<file path="config.mk">
export PLATFORM = sky130hd
export DESIGN_NAME = ktr_bin_decoder
export DESIGN_NICKNAME = d
export VERILOG_FILES = /design/src/rtl/ktr_bin_pkg.sv /design/src/rtl/ktr_bin_decoder.sv
export SDC_FILE = /design/constraint.sdc
export NUM_CORES = 1
export LEC_CHECK = 0
export BUFFER_PORTS_ARGS = -buffer_cell sky130_fd_sc_hd__buf_2
export CAP_MARGIN = 20
export CORE_ASPECT_RATIO = 0.6
export CORE_MARGIN = 3
export CORE_UTILIZATION = 55
export DETAILED_ROUTE_END_ITERATION = 8
export PLACE_DENSITY = 0.74
export SYNTH_ARGS = -nofsm -noshare
export SYNTH_HDL_FRONTEND = slang
export SYNTH_SLANG_ARGS = --single-unit
</file>
<file path="constraint.sdc">
create_clock -name clk -period 3.1 [get_ports clk]
set_input_delay 0.155 -clock clk [delete_from_list [all_inputs] [get_ports clk]]
set_output_delay 0.155 -clock clk [all_outputs]
set_load 0.02 [all_outputs]
</file>
<file path="src/rtl/ktr_bin_pkg.sv">
// rtl/ktr_bin_pkg.sv - shared types for the KTR binarizer/debinarizer pair
package ktr_bin_pkg;

    localparam int K_WIDTH = 4;

    typedef logic [K_WIDTH-1:0] rice_k_t;

    typedef enum logic [1:0] {
        IDLE,
        PREFIX,
        SUFFIX,
        FINISH
    } ktr_state_e;

endpackage

</file>
<file path="src/rtl/ktr_bin_decoder.sv">
// rtl/ktr_bin_decoder.sv - serial k-th order truncated Rice debinarizer
module ktr_bin_decoder
    import ktr_bin_pkg::*;
#(
    parameter int BIN_WIDTH   = 16,
    parameter int VALUE_WIDTH = 16
) (
    input  logic                   clk,
    input  logic                   rst_n,
    input  logic                   start_i,
    input  rice_k_t                K,
    input  logic [BIN_WIDTH-1:0]   cMax,
    input  logic                   bin_i,
    input  logic                   bin_valid_i,
    output logic                   bin_ready_o,
    output logic [VALUE_WIDTH-1:0] N_o,
    output logic                   done_o,
    output logic [BIN_WIDTH-1:0]   bin_count_o
);

    ktr_state_e             state_q, state_d;
    rice_k_t                k_q, k_d;
    logic [BIN_WIDTH-1:0]   shiftdown_q, shiftdown_d;
    logic [VALUE_WIDTH-1:0] prefix_q, prefix_d;
    logic [VALUE_WIDTH-1:0] suffix_q, suffix_d;
    logic [K_WIDTH:0]       sfx_cnt_q, sfx_cnt_d;
    logic [BIN_WIDTH-1:0]   bin_count_q, bin_count_d;
    logic [VALUE_WIDTH-1:0] n_q, n_d;
    logic [BIN_WIDTH-1:0]   count_out_q, count_out_d;
    logic                   done_q, done_d;

    logic xfer;
    logic prefix_last;
    logic suffix_last;

    assign bin_ready_o = (state_q == PREFIX) || (state_q == SUFFIX);
    // start_i has priority over a bin in the same cycle, so no transfer is counted then
    assign xfer        = bin_valid_i && bin_ready_o && !start_i;
    assign prefix_last = (32'(prefix_q) + 32'd1) == 32'(shiftdown_q);
    assign suffix_last = (sfx_cnt_q + 1'b1) == {1'b0, k_q};

    assign N_o         = n_q;
    assign bin_count_o = count_out_q;
    assign done_o      = done_q;

    always_comb begin
        state_d     = state_q;
        k_d         = k_q;
        shiftdown_d = shiftdown_q;
        prefix_d    = prefix_q;
        suffix_d    = suffix_q;
        sfx_cnt_d   = sfx_cnt_q;
        bin_count_d = bin_count_q;
        n_d         = n_q;
        count_out_d = count_out_q;
        done_d      = 1'b0;

        if (start_i) begin
            k_d         = K;
            shiftdown_d = cMax >> K;
            prefix_d    = '0;
            suffix_d    = '0;
            sfx_cnt_d   = '0;
            bin_count_d = '0;
            if ((cMax >> K) != '0) begin
                state_d = PREFIX;
            end else if (K != '0) begin
                state_d = SUFFIX;
            end else begin
                state_d = FINISH;
            end
        end else begin
            case (state_q)
                PREFIX: begin
                    if (xfer) begin
                        bin_count_d = bin_count_q + 1'b1;
                        if (bin_i) begin
                            prefix_d = prefix_q + 1'b1;
                            if (prefix_last) begin
                                state_d = (k_q != '0) ? SUFFIX : FINISH;
                            end
                        end else begin
                            state_d = (k_q != '0) ? SUFFIX : FINISH;
                        end
                    end
                end
                SUFFIX: begin
                    if (xfer) begin
                        bin_count_d = bin_count_q + 1'b1;
                        suffix_d    = {suffix_q[VALUE_WIDTH-2:0], bin_i};
                        sfx_cnt_d   = sfx_cnt_q + 1'b1;
                        if (suffix_last) begin
                            state_d = FINISH;
                        end
                    end
                end
                FINISH: begin
                    n_d         = (prefix_q << k_q) | suffix_q;
                    count_out_d = bin_count_q;
                    done_d      = 1'b1;
                    state_d     = IDLE;
                end
                default: begin
                    state_d = IDLE;
                end
            endcase
        end
    end

    always_ff @(posedge clk or negedge rst_n) begin
        if (!rst_n) begin
            state_q     <= IDLE;
            k_q         <= '0;
            shiftdown_q <= '0;
            prefix_q    <= '0;
            suffix_q    <= '0;
            sfx_cnt_q   <= '0;
            bin_count_q <= '0;
            n_q         <= '0;
            count_out_q <= '0;
            done_q      <= 1'b0;
        end else begin
            state_q     <= state_d;
            k_q         <= k_d;
            shiftdown_q <= shiftdown_d;
            prefix_q    <= prefix_d;
            suffix_q    <= suffix_d;
            sfx_cnt_q   <= sfx_cnt_d;
            bin_count_q <= bin_count_d;
            n_q         <= n_d;
            count_out_q <= count_out_d;
            done_q      <= done_d;
        end
    end

endmodule

</file>
==> results by group <==
Yosys
  • Area share of the largest cell type after synthesis: 39.1%
  • Post-synthesis mux area share: approximately 17%
  • Post-synth EDFFs: 0
  • Async SR Flop Fraction: between 90% and 100%
  • Netlist cell types: 73
  • Largest family of logic cells by synthesized area: simple AND/OR/NAND/NOR gates
  • Mapped cell area: 6910 µm²
  • Xor/xnor cell area share of the yosys netlist: 6.47%
  • Syn_nets: 757
  • Dominant synthesized flop cell: dfrtp_1
  • Simple-Gate Fraction of Synth Area: 18.0%
  • Register area share after synthesis: about two fifths
  • Compound-gate portion of the synthesized area: 13.2%
  • Syn_area_per_cell: 9.51 µm²
  • Synth Area in Adders: 1.09%
  • Largest cells by area after synthesis: dfrtp_1, mux4_2, nand2_1
  • Synth Warn #: 0
  • Cells after Synth: 726
  • Synth area leader: dfrtp_1
  • Synth Register Bits: 108

Worst setup path
  • WS Path Type: register to register
  • CP arrival: 3.01 ns
  • CP Capture Type: register
  • Crit path largest cell delay: roughly 0.56 ns
  • Worst-path maximum fanout: 10
  • Worst-path cell chain: ha_1 -> and3_1 -> nand3_1 -> xnor2_1 -> o32ai_1 -> nand3_1 -> o31ai_4 -> mux2_4
  • Most used cell, CP: nand3_1
  • CP startpoint kind: register
  • Critical path's slowest cell: dfrtp_1
  • Required @ worst endpoint: 3.33 ns

Power
  • Clock Power Share: 33.6%
  • Maximum vdd drop: 334 µV
  • Combinational Power Share: 23.7%
  • Cell area power density: around 500 nW/µm²
  • Switching Fraction: 31.6%
  • NetSw: around 1200 µW
  • Seq pwr share: 42.6%
  • Leak: approximately 0.0033 µW
  • P_int: 2590 µW

Clocking
  • Postcts setup bufs: 0
  • Clk_lat worst skew: 0.35 ns
  • Root Driver: clkbuf_16
  • Clk slew on worst S/H paths: 0.07 ns
  • Htree depth: 3
  • Hold buffers post-CTS: 1
  • CTS tree: done
  • Maximum clock insertion buffer count: 2
  • Post-CTS Resized: 0
  • Sink Count: 108
  • Num CTS Buffers: 9

Timing
  • Highest clock rate: 0.361 GHz
  • Setup Viol. Count Final: 0
  • Fin crit share: between 80% and 90%
  • Worst Skew: ~0.0075 ns
  • Setup TNS: 0 ns
  • Measured slew at the worst slew-check pin: 0.746 ns
  • RSZ-0062 raised after global routing: false
  • Minimum period implied by the final worst setup slack: 2.77 ns
  • Worst rel slew slack: 50.3%
  • Final Max Slew Viols: 0
  • Hold Fails Final Rpt: 0

Cells and area
  • Final net count: 782
  • Area delta synth->final: 9.18%
  • ANT cells: 0
  • Ratio of cells with drive above 1 in the final layout: around a fifth
  • Post-route cell area: between 7000 and 8000 µm²

Routing
  • Routed Antenna Nets: 0
  • DRC Markers: 0
  • Vias: approximately 5600
  • Initial DRC count: 629
  • Routed WL: 16.9 mm
  • Vias per std cell: just over 6
  • Avg WL per Cell: 18.3 µm
  • First-pass detailed-route iteration total: 7

Floorplan
  • Initial Utilization: 56.7%
  • IO Count: 59
  • FP Rows: 31
  • Die area: 14000 µm²
  • Die H: 92.8 µm
  • Die Wd: 151 µm
  • Total core area: around 12000 µm²

Place
  • HPWL after DPL: 12.4 mm
  • Placed Area: 7200 µm²
  • Placer congestion estimate: just over 0.9
  • Port Buffers: 58

Global route
  • GR Util All Layers: between 20 and 30%
  • Grt total ovfl: 0
  • Pin count of the biggest net entering global routing: 68
  • First-pass GRT wire length: between 20 and 30 mm
  • Vias in the first global route: 5153
  • Initial antenna violation count: 0

Hold path
  • Worst hold path class: primary input to register

Run status
  • Status: finished, final reports clean

Job
  • Max-cap violations: 0
## power groups by stage
stage          clock network (µW)  registers (µW)  logic [µW]
6_report                     1280            1610         900
5_1_grt                      1340            1630         999
4_1_cts                      1300            1610         898
3_5_place_dp                    0            1640         888
3_3_place_gp                    0            1630         876
2_1_floorplan                   0            1690         564
## flip-flops by register name, summed over array words and instances (netlist names)
| signal | cells |
|---|---|
| shiftdown_q | 16 |
| state_q | 2 |
| done_o | 1 |
| sfx_cnt_q | 5 |
| bin_count_o | 16 |
| suffix_q | 16 |
| prefix_q | 16 |
| bin_count_q | 16 |
| N_o | 16 |
| k_q | 4 |
## final timing paths
kind                             start      endpoint  slack (ns)  cells after the start
min reg2reg                    N_o[12]       N_o[12]        0.47                      2
min in group asynchronous        rst_n  suffix_q[13]        0.41                      2
max in group asynchronous        rst_n       N_o[11]        1.84                      3
min                              bin_i   suffix_q[0]        0.09                      3
max                        prefix_q[0]    state_q[1]        0.33                      8
max reg2reg                prefix_q[0]    state_q[1]        0.33                      8
## area by class of cell
type	count	area, µm²
inverters	21	78.8
fillers	1044	4640
clock inverters	6	105
well taps	165	206
flip-flops and latches	108	2700
repair buffers	71	393
multi-input cells	540	3830
clock buffers	10	229
## logic make-up after synthesis
| group | after synthesis |
|---|---|
| and+or+nand+nor | 256 |
| muxes | 81 |
| buffers and inverters | 78 |
| xor gates and xnor gates | 51 |
| AOI/OAI and AO/OA | 146 |
| DFF | 108 |
| adders and majority gates | 6 |
## through the flow
stage	hold slack (ns)	total power [µW]	cells	utilization [%]	worst slack [ns]
after floorplan	-0.141	2250	726	-	0.824
after global placement	0.258	2510	904	59.1	0.483
after detailed placement	0.263	2530	904	59.1	0.439
after CTS	0.0846	3810	921	61.9	0.396
after global routing	0.0938	3980	921	61.9	0.267
final	0.0908	3790	921	61.9	0.326
## Yosys cell counts (7+ instances only)
cell        n
buf_2      17
dfrtp_1   108
mux4_2     20
xor2_1     25
nor3_1      8
buf_4       7
nand3_1    19
nand2_1   100
mux2i_1    27
nor2_1     61
o21ai_0    38
o22ai_1     9
a21oi_1    50
clkbuf_1   18
buf_1      10
inv_1      19
xnor2_1    26
or3_1       9
a211oi_1   10
and3_1      7
nor2b_1     9
mux2_2     30
nand4_1     7
## metal layers
metal | global-route usage, % | up-vias | wire length (µm)
met4 | 4.30 | 0 | 112
li1 | - | 2620 | -
met3 | 5.77 | 11 | 1500
met1 | 41.9 | 2740 | 8460
met5 | 0 | - | 0
met2 | 32.9 | 232 | 6830
## placed cells by master, fill, tap and decap left out, types with 8 or more instances in the layout
cell       synthesis  routed
mux2_2            30      30
nor3_1             8       8
buf_4              7      13
nand3_1           19      19
dfrtp_1          108     108
xor2_1            25      25
mux4_2            20      20
buf_2             17      57
xnor2_1           26      26
mux2i_1           27      27
nor2_1            61      61
or3_1              9       9
a211oi_1          10      10
o22ai_1            9       9
clkbuf_16          0       9
a21oi_1           50      50
nand2_1          100     100
o21ai_0           38      38
inv_1             19      19
nor2b_1            9       9
## critical path, delay by kind of cell (launching register included)
kind	cells	cell delay [ns]
adders and majority gates	1	0.40
AOI/OAI and AO/OA	2	0.47
muxes	1	0.33
xor gates and xnor gates	1	0.19
and+or+nand+nor	3	0.69
DFF	1	0.56
Note: power is estimated with default switching activity, not from simulation.
